[src/rtl/wvl_phase_center_apply.sv]
// Applies the shadowed phase-1 center/scale to photon phase events (subtract, Q0.16 scale, clamp).
// 3-cycle latency, 1 event/cycle; an output stall freezes all stages; config loads drain the pipe first.
module wvl_phase_center_apply #(
    parameter int PHASE_W = 16,
    parameter int ID_W    = 12
) (
    input  logic               user_clk,
    input  logic               user_rst_n,
    input  logic [31:0]        centers_reg,
    input  logic               cfg_update,
    output logic               cfg_loaded,
    input  logic               in_valid,
    output logic               in_ready,
    input  logic [PHASE_W-1:0] in_phase,
    input  logic [ID_W-1:0]    in_id,
    output logic               out_valid,
    input  logic               out_ready,
    output logic [15:0]        out_wvl,
    output logic [ID_W-1:0]    out_id,
    output logic               out_sat,
    output logic [15:0]        sat_count
);

    typedef enum logic [1:0] {
        ST_RUN   = 2'd0,
        ST_DRAIN = 2'd1,
        ST_LOAD  = 2'd2
    } state_t;

    state_t r_state;
    state_t w_state_nxt;

    logic [1:0]                 r_rst_sync;
    logic                       w_rst_n;

    logic signed [PHASE_W-1:0]  r_center;
    logic [15:0]                r_scale;
    logic [15:0]                r_sat_cnt;

    logic                       r_v1;
    logic                       r_v2;
    logic                       r_v3;
    logic signed [PHASE_W:0]    r_diff;
    logic signed [2*PHASE_W+1:0] r_prod;
    logic [ID_W-1:0]            r_id1;
    logic [ID_W-1:0]            r_id2;
    logic [ID_W-1:0]            r_id3;
    logic [15:0]                r_wvl;
    logic                       r_sat;

    logic                       w_stall;
    logic                       w_adv;
    logic                       w_in_ready;
    logic                       w_load;
    logic                       w_in_fire;
    logic                       w_out_fire;
    logic                       w_pipe_empty;
    logic signed [PHASE_W:0]    w_diff;
    logic signed [2*PHASE_W+1:0] w_prod;
    logic signed [PHASE_W+1:0]  w_q;
    logic                       w_clamp;
    logic [15:0]                w_wvl;

    // Reset asserts asynchronously but releases two clocks later, in step with user_clk.
    always_ff @(posedge user_clk or negedge user_rst_n) begin
        if (!user_rst_n) begin
            r_rst_sync <= 2'b00;
        end else begin
            r_rst_sync <= {r_rst_sync[0], 1'b1};
        end
    end
    assign w_rst_n = r_rst_sync[1];

    assign w_stall      = r_v3 & ~out_ready;
    assign w_adv        = ~w_stall;
    assign w_in_fire    = in_valid & w_in_ready;
    assign w_out_fire   = r_v3 & out_ready;
    assign w_pipe_empty = ~(r_v1 | r_v2 | r_v3);

    always_ff @(posedge user_clk or negedge w_rst_n) begin
        if (!w_rst_n) begin
            r_state <= ST_RUN;
        end else begin
            r_state <= w_state_nxt;
        end
    end

    always_comb begin
        w_state_nxt = r_state;
        w_in_ready  = 1'b0;
        w_load      = 1'b0;
        case (r_state)
            ST_RUN: begin
                w_in_ready = ~w_stall;
                if (cfg_update) begin
                    w_state_nxt = ST_DRAIN;
                end
            end
            ST_DRAIN: begin
                if (w_pipe_empty) begin
                    w_state_nxt = ST_LOAD;
                end
            end
            ST_LOAD: begin
                w_load      = 1'b1;
                // A request landing on the load cycle re-arms another drain/load pass.
                w_state_nxt = cfg_update ? ST_DRAIN : ST_RUN;
            end
            default: begin
                w_state_nxt = ST_RUN;
            end
        endcase
    end

    always_ff @(posedge user_clk or negedge w_rst_n) begin
        if (!w_rst_n) begin
            r_center  <= '0;
            r_scale   <= '0;
            r_sat_cnt <= '0;
        end else begin
            if (w_load) begin
                r_center  <= centers_reg[31:16];
                r_scale   <= centers_reg[15:0];
                r_sat_cnt <= '0;
            end else if (w_out_fire && r_sat && (r_sat_cnt != 16'hFFFF)) begin
                r_sat_cnt <= r_sat_cnt + 16'd1;
            end
        end
    end

    assign w_diff = $signed({in_phase[PHASE_W-1], in_phase}) - $signed({r_center[PHASE_W-1], r_center});
    assign w_prod = r_diff * $signed({1'b0, r_scale});

    // Taking the upper bits of the product is an arithmetic shift by 16 (floor).
    assign w_q     = r_prod[2*PHASE_W+1:16];
    assign w_clamp = (w_q[PHASE_W+1:PHASE_W-1] != 3'b000) && (w_q[PHASE_W+1:PHASE_W-1] != 3'b111);
    assign w_wvl   = !w_clamp ? w_q[15:0] : (w_q[PHASE_W+1] ? 16'h8000 : 16'h7FFF);

    always_ff @(posedge user_clk or negedge w_rst_n) begin
        if (!w_rst_n) begin
            r_v1   <= 1'b0;
            r_v2   <= 1'b0;
            r_v3   <= 1'b0;
            r_diff <= '0;
            r_prod <= '0;
            r_id1  <= '0;
            r_id2  <= '0;
            r_id3  <= '0;
            r_wvl  <= '0;
            r_sat  <= 1'b0;
        end else if (w_adv) begin
            r_v1 <= w_in_fire;
            r_v2 <= r_v1;
            r_v3 <= r_v2;
            if (w_in_fire) begin
                r_diff <= w_diff;
                r_id1  <= in_id;
            end
            if (r_v1) begin
                r_prod <= w_prod;
                r_id2  <= r_id1;
            end
            if (r_v2) begin
                r_wvl <= w_wvl;
                r_id3 <= r_id2;
                r_sat <= w_clamp;
            end
        end
    end

    assign in_ready   = w_in_ready;
    assign cfg_loaded = w_load;
    assign out_valid  = r_v3;
    assign out_wvl    = r_wvl;
    assign out_id     = r_id3;
    assign out_sat    = r_sat;
    assign sat_count  = r_sat_cnt;

endmodule

[config.mk]
export PLATFORM = sky130hd
export DESIGN_NAME = wvl_phase_center_apply
export DESIGN_NICKNAME = d
export VERILOG_FILES = /design/src/rtl/wvl_phase_center_apply.sv
export SDC_FILE = /design/constraint.sdc
export NUM_CORES = 1
export LEC_CHECK = 0
export ABC_CLOCK_PERIOD_IN_PS = 4820
export CAP_MARGIN = 10
export CORE_UTILIZATION = 62
export CTS_CLUSTER_SIZE = 16
export DETAILED_ROUTE_END_ITERATION = 8
export PLACE_DENSITY = 0.83
export SLEW_MARGIN = 10
export SYNTH_ARGS = -nofsm -noshare
export SYNTH_HDL_FRONTEND = slang
export SYNTH_SLANG_ARGS = --single-unit
[constraint.sdc]
create_clock -name user_clk -period 4.82 [get_ports user_clk]
set_clock_uncertainty 0.1 [all_clocks]
set_input_delay 0.482 -clock user_clk [delete_from_list [all_inputs] [get_ports user_clk]]
set_output_delay 0.482 -clock user_clk [all_outputs]
set_load 0.02 [all_outputs]
Yosys cells after proc, flatten, opt, wreduce, memory -nomap -nowiden. Index checks and enable logic that the tools add are counted.

Output and inout port bits: 48. Input port bits: 65. Register bits: 159. Word-level logic and storage cells: 51.

Add/subtract/negate cells: 2. Multiplexer cells: 10. Bitwise operators: 7. Reductions and logical operators: 10. Equality and inequality tests: 6. $mul: 1.

Operator list (number): 16-bit two-way mux (4); 17-bit by 17-bit multiplier with 34-bit output (1); 16-bit by 16-bit subtractor with 17-bit output (1); 16-bit by 1-bit adder with 16-bit output (second input constant) (1); 16-bit != test (second input constant) (1); 2-bit AND reduction (4); 2-bit case mux with 3 select lines (1); 2-bit two-way mux (2); 2-bit != test (second input constant) (2); 1-bit bitwise AND (3); 1-bit logical AND (3); 1-bit two-way mux (3); 3-bit != test (second input constant) (1); 3-bit nonzero test (1); 2-bit by 1-bit equality test with 1-bit output (second input constant) (1); 2-bit equality test (second input constant) (1); 2-bit logical NOT (1); 1-bit NOT (2); 1-bit bitwise OR (2); 2-bit nonzero test (1).

Logic depth before layout (Yosys ltp). Gate-level depths: netlist of the first run.

Word-level depth: 6. Depth in mapped cells: 25. Gate-level depth less buffers: 23.

Worst setup path after synthesis of the first run. Ideal clock, no wire load.

Path type: register -> register. Start: register r_diff[16]. End: register r_prod[28]. Setup time: 0.095 ns. Period minus slack after synthesis: 6.137 ns. Stages on the path, launching flop included: 22. Required time: 4.625 ns. Path buffers: 2. Data arrival time: 5.941 ns. Slack: -1.317 ns. Cell sequence: dfrtp_1 clkbuf_1 clkbuf_1 nand2_1 fa_1 fa_1 inv_1 fa_1 fa_1 fa_1 inv_1 fa_1 inv_1 ha_1 o21ai_0 a21oi_1 o21a_1 a21o_1 o2111a_1 o31ai_1 a21boi_0 o31ai_1.

Longest elaborated chain between the ends: 1.

RTL lines: start: declaration (line 43) `logic signed [PHASE_W:0] r_diff;`; start signal: assignment (line 156) `r_diff <= w_diff;`; 17-bit by 17-bit multiplier with 34-bit output (line 132) `assign w_prod = r_diff * $signed({1'b0, r_scale});`; end signal: assignment (line 160) `r_prod <= w_prod;`; end: declaration (line 44) `logic signed [2*PHASE_W+1:0] r_prod;`.

No other way between the ends. A chain may end at the register's enable or synchronous reset.

Worst setup path in the final report of the first run.
Start: register r_diff[16]. End: register r_prod[31].

Same word-level chain as after synthesis.

==> results of run 1 <==
==> path summary, 6_finish.rpt <==
path                       slack, ns          start  cells past startpoint            end
min                             0.09     user_rst_n                      1  r_rst_sync[1]
min in group user_clk           0.27  r_rst_sync[0]                      0  r_rst_sync[1]
min reg2reg                     0.27  r_rst_sync[0]                      0  r_rst_sync[1]
max in group asynchronous       3.61  r_rst_sync[1]                      1     r_scale[3]
max reg2reg                    -1.70     r_diff[16]                     20     r_prod[31]
max                            -1.70     r_diff[16]                     20     r_prod[31]
==> synthesized netlist by cell type, types with 2 or more instances <==
master / instances / share of area (%)
inv_1: 363 / 8.2
nand2_1: 320 / 7.2
fa_1: 278 / 34
dfrtp_1: 143 / 22
and2_1: 108 / 4.1
ha_1: 102 / 7.7
o21ai_0: 77 / 2.3
clkbuf_1: 75 / 1.7
nor2_1: 66 / 1.5
mux2_2: 42 / 2.9
a21oi_1: 25 / 0.75
nand3_1: 21 / 0.63
xnor2_1: 20 / 1.1
xor2_1: 18 / 0.95
nor3_1: 14 / 0.42
o31ai_1: 10 / 0.45
and3_1: 9 / 0.34
nand2b_1: 9 / 0.34
a211oi_1: 8 / 0.36
a21o_1: 8 / 0.36
nor4_1: 8 / 0.30
nor3b_1: 7 / 0.32
o21a_1: 7 / 0.32
nand4_1: 5 / 0.19
nor2b_1: 4 / 0.15
or3_1: 4 / 0.15
a21boi_0: 3 / 0.14
and4_1: 3 / 0.16
mux2i_1: 3 / 0.18
a31o_2: 2 / 0.11
a31oi_1: 2 / 0.075
nor4b_1: 2 / 0.11
o211ai_1: 2 / 0.091
o21ai_1: 2 / 0.060
o21bai_1: 2 / 0.091
o22ai_1: 2 / 0.075
o311ai_0: 2 / 0.11
o31a_1: 2 / 0.11
o41ai_1: 2 / 0.11
or4_1: 2 / 0.091
==> critical path: stages, from the launching register on <==
cell	delay, ns
dfrtp_2	0.45
buf_6	0.16
buf_8	0.13
nand2_2	0.10
fa_1	0.76
inv_2	0.10
buf_4	0.17
fa_1	0.47
fa_1	0.57
fa_1	0.44
fa_1	0.51
inv_1	0.07
fa_1	0.50
inv_1	0.05
ha_1	0.22
nor3_1	0.30
nand2_1	0.17
nor2_2	0.34
a21oi_4	0.12
o21a_1	0.21
o31ai_1	0.41
==> metal layers <==
| metal | vias to the layer above | wire length [um] |
|---|---|---|
| met2 | 879 | 24900 |
| li1 | 5974 | - |
| met3 | 353 | 4120 |
| met1 | 6978 | 16700 |
| met4 | 0 | 4510 |
| met5 | - | 0 |
==> cell families after synthesis <==
kind of cell,count (synthesis),synth area share [%]
xor gates and xnor gates,38,2.01
and+or+nand+nor,585,16.2
muxes,45,3.03
buffers and inverters,439,9.94
other,1,0.0226
adders and majority gates,380,41.3
DFF,143,21.6
AOI/OAI and AO/OA,164,6.01
==> cell type report <==
| type | instances | share of cell area [%] |
|---|---|---|
| Multi-Input combinational cell | 1213 | 57.0 |
| Tap cell | 335 | 2.02 |
| Inverter | 363 | 6.59 |
| Clock inverter | 15 | 0.904 |
| Clock buffer | 17 | 2.05 |
| Sequential cell | 143 | 17.4 |
| Timing Repair Buffer | 323 | 14.0 |
==> state kept, by name, indices dropped and copies added, names as in the netlist, 12 cells and up <==
register,cells
r_scale,16
r_id1,12
r_prod,18
r_diff,17
out_wvl,16
r_center,16
out_id,12
r_id2,12
sat_count,16
==> metrics by stage <==
stage               worst slack [ns]  hold slack [ns]
detailed placement             -1.39            0.249
finish                         -1.70           0.0857
CTS                            -1.17           0.0914
floorplan                     -0.931           0.0864
global route                   -1.89           0.0880
global placement               -1.18            0.236
==> what timing repair did <==
item / 4_1_cts / 5_1_grt
hold buffers: 0 / 0
buffers inserted: 28 / 35
gates resized for setup: 86 / 59
pin swaps: 31 / 54
setup endpoints to repair: 18 / 18
==> impl_results.md, run 1 <==
- Fin nets: 2506
- Top Ports: 113
- # rows: 59
- Remaining DRCs: 2
- Maxcap violations: 0
- First-pass GRT wire length: 73.6 mm
- Routed via count: 14200
- CP Launch Type: register
- Routability cong.: 0.936
- Total grt overflow: 0
- Die height: 166 um
- FMAX: 153 MHz
- Mapped Cells: 1795
- Wirelength, routed: 50.2 mm
- CP max FO: 8
- Htree depth: 4
- Core box area: 0.0261 mm^2
- Seq cells post-synth: 143
- Clock Pin Slew Worst Setup and Hold Paths: 0.07 ns
- Outcome: complete, but fails checks
- CTS Buffer Depth: 2
- I/O Buffers: 112
- Final ANT Viol Nets: 0
- Placed Instance Area: 0.0192 mm^2
- Hold crit path type: in -> async
- Most frequent cells in the layout: inv_1 (348), nand2_1 (307), fa_1 (270)
- Grt met2 use: 62.3%
- Finished Core Util: 79.4%
- RSZ-0062 raised after global routing: true
- Num CTS Buffers: 17
- Required @ worst endpoint: 5.02 ns
- Most common cell after layout, fill and taps aside: inv_1
- Vias in the first global route: 15000
- Area of the multi-input gates: 0.0118 mm^2
- Dominant synthesized flop cell: dfrtp_1
- Diode count: 0
- CTS tree: done
- Met1 Use GR: 39.1%
- Die Footprint: 0.0274 mm^2
- Reg area: 0.00361 mm^2
- HPWL after DPL: 31.8 mm
- CTS root buffer: clkbuf_16
- WP data arrival: 6.73 ns
- Post-route cell area: 0.0208 mm^2
- Layout cells sized above 1: 19.9%
- # fillers: 1416
- Initial core utilization: 63.5%
- Worst Setup Slack, final: -1.70 ns
- Initial antenna violation count: 0
- Setup violators final: 18
- Clk sink count: 143
- Post-Syn Area: 0.0166 mm^2
- GRT Resource Usage Total: 35.8%
- Kind of end point of the critical path: register
- GR met3 Demand/Resource: 7.97%
- Syn_area_per_cell: 9.24 um^2
- Slew Limit Fails: 0
- Pin count of the biggest net entering global routing: 142
- Area Growth Syn to Fin: 25.2%
- Clk Latency, worst-skew pair: 0.47 ns
- Async S/R FF share, synth: 100%
- DP Cell Count: 2315
- Failing checks: design-rule violations, negative setup slack
- Total negative slack: -23.15 ns
- Hold Vio Cnt, Final: 0
- Slew HR: 27.5%
- Post-synth EDFFs: 0
- Starting DRT DRC Count: 1522
- Seq/Total Area, Yosys: 21.6%
- Tightest Pin Transition: 1.08 ns
- First-pass DRT Iterations: 7
- Vias per cell: 5.89
- Minimum clock period: 6.52 ns
- WS Path Type: reg -> reg
- Die width: 166 um
- Most Crowded Layer GR: met2
- Ys Warns: 0
- Syn Nets: 2240
- Avg WL per Cell: 20.8 um
- Post-synth cell types: 53
- Fin crit share: 135%
- Non-filler instance count after layout: 2409
Power of run 1 is not shown: default switching activity piles up to over one toggle a cycle in this logic, so the estimate is an artifact.
==> run 2, diff against run 1 <==
- CORE_ASPECT_RATIO: default -> 1.25
==> run 2 against run 1 <==
Effect of this change: the run ends with negative setup slack left; sequential cell count is the same; via count decreased by 4.6%; critical path depth increased by 2; maximum frequency up 6.9%; count of clock-buffer cells in the layout increased by 3; cell area down 0.84%; non-clock buffer count decreased by 23; global-route usage is 2.5 points lower; largest cell class unchanged.
==> impl_results.md, run 2 (synthesis gave the netlist of run 1 again) <==
- Initial antenna violation count: 0
- Required @ worst endpoint: 5.05 ns
- Core box area: 0.0262 mm^2
- Levels on crit path: 22
- Die Footprint: 0.0274 mm^2
- Die width: 148 um
- Num CTS Buffers: 17
- Placement Setup Slack: -1.51 ns
- Slowest-stage cell, CP: fa_1
- Pin count of the biggest net entering global routing: 64
- Largest registers: r_prod: 18 flops, r_diff: 17 flops
- Buf/Inv on CP: 6
- Slew Limit Fails: 0
- Remaining DRCs: 0
- GRT Resource Usage Total: 33.3%
- Tightest Pin Transition: 1.08 ns
- Vias in the first global route: 14700
- Avg WL per Cell: 18.8 um
- CTS root buffer: clkbuf_16
- FMAX: 164 MHz
- Hold crit path type: in -> async
- HPWL after DPL: 32.5 mm
- Starting DRT DRC Count: 950
- Outcome: complete, but fails checks
- Finished Core Util: 78.6%
- Number of flip-flops under the largest register name: 18
- Htree depth: 4
- CP cell instances: and2_1 -> fa_1 -> inv_1 -> fa_1 -> fa_1 -> inv_1 -> fa_1 -> fa_1 -> inv_2 -> fa_1 -> inv_2 -> ha_4 -> and4_4 -> and4_4 -> nand2_4 -> a211oi_4 -> buf_4 -> o21ai_2 -> buf_6 -> a21boi_2 -> nor3_1 -> o41ai_2
- I/O Buffers: 112
- Kind of end point of the critical path: register
- WS Path Type: reg -> reg
- CP Launch Type: register
- Hold buffers post-CTS: 0
- CTS Buffer Depth: 2
- Diode count: 0
- Fin nets: 2483
- Layout cells sized above 1: 19.2%
- Cell family with most CP delay: adder cells
- Wirelength, routed: 44.9 mm
- Most numerous cell on the critical path: fa_1
- Final ANT Viol Nets: 0
- Clk Latency, worst-skew pair: 0.45 ns
- First-pass DRT Iterations: 5
- Hold Vio Cnt, Final: 0
- Worst Setup Slack, final: -1.28 ns
- Crit path largest cell delay: 0.54 ns
- # rows: 66
- Die height: 185 um
- Setup violators final: 18
- Clock Pin Slew Worst Setup and Hold Paths: 0.06 ns
- Slew HR: 28.0%
- Maxcap violations: 0
- Failing checks: negative setup slack
- Most frequent cells in the layout: inv_1 (341), nand2_1 (311), fa_1 (265)
- Minimum clock period: 6.10 ns
- Total grt overflow: 0
- Routed via count: 13500
- RSZ-0062 raised after global routing: true
- Vias per cell: 5.66
- WP data arrival: 6.33 ns
- First-pass GRT wire length: 69.9 mm
- CTS tree: done
- Routability cong.: 0.942
- # fillers: 1525
- Clk sink count: 143
- Worst R2R Path Depth: 22
- Fin crit share: 127%
- CP max FO: 9
- Largest reg by FF count: r_prod
- Initial core utilization: 63.3%
- Most common cell after layout, fill and taps aside: inv_1
- Top Ports: 113
- Area Growth Syn to Fin: 24.1%
## run 2: layout make-up
| class | count | area, um^2 | share of cell area, % |
|---|---|---|---|
| inverters | 363 | 1360 | 6.62 |
| well taps | 340 | 425 | 2.07 |
| repair buffers | 300 | 2710 | 13.2 |
| clock inverters | 12 | 146 | 0.711 |
| multi-input cells | 1213 | 11900 | 57.6 |
| clock buffers | 20 | 467 | 2.27 |
| flip-flops and latches | 143 | 3610 | 17.5 |
## run 2: through the flow
step | hold WS [ns] | instances | instance area [um^2] | TNS (ns)
2_1_floorplan | 0.0864 | 1795 | 16800 | -12.53
3_3_place_gp | 0.239 | 2315 | 19100 | -20.26
3_5_place_dp | 0.239 | 2315 | 19100 | -21.70
4_1_cts | 0.0856 | 2376 | 20200 | -17.93
5_1_grt | 0.0965 | 2391 | 20600 | -22.74
6_report | 0.0947 | 2391 | 20600 | -19.62
## run 2: layer usage
layer	vias to the layer above	wire, um	track usage (%)
met5	-	0	0
met4	0	2900	19.9
met3	219	2620	4.56
met2	633	24100	62.1
met1	6724	15300	35.6
li1	5949	-	-
## run 2: what timing repair did
item | in CTS | in global routing
gates cloned | 0 | 1
pin swaps | 46 | 40
endpoints found under the hold margin | 0 | 0
buffers inserted | 29 | 14
setup endpoints to repair | 18 | 18
resized for setup | 84 | 71
## run 2: final timing paths
kind / startpoint / end / slack (ns)
setup / recovery: r_diff[14] / r_prod[26] / -1.28
hold / removal: user_rst_n / r_rst_sync[1] / 0.09
setup reg to reg: r_diff[14] / r_prod[26] / -1.28
hold reg to reg: r_rst_sync[0] / r_rst_sync[1] / 0.25
max in group asynchronous: r_rst_sync[1] / out_wvl[5] / 3.05
min in group user_clk: r_rst_sync[0] / r_rst_sync[1] / 0.25
## run 2: worst register-to-register path, delay by kind of cell, from the launching register on
kind                       cells  cell delay, ns
adders and majority gates      7            3.37
and+or+nand+nor                5            0.81
AOI/OAI and AO/OA              4            0.70
buffers and inverters          6            0.52
DFF                            1            0.49
Power of run 2 is left out for the same reason.
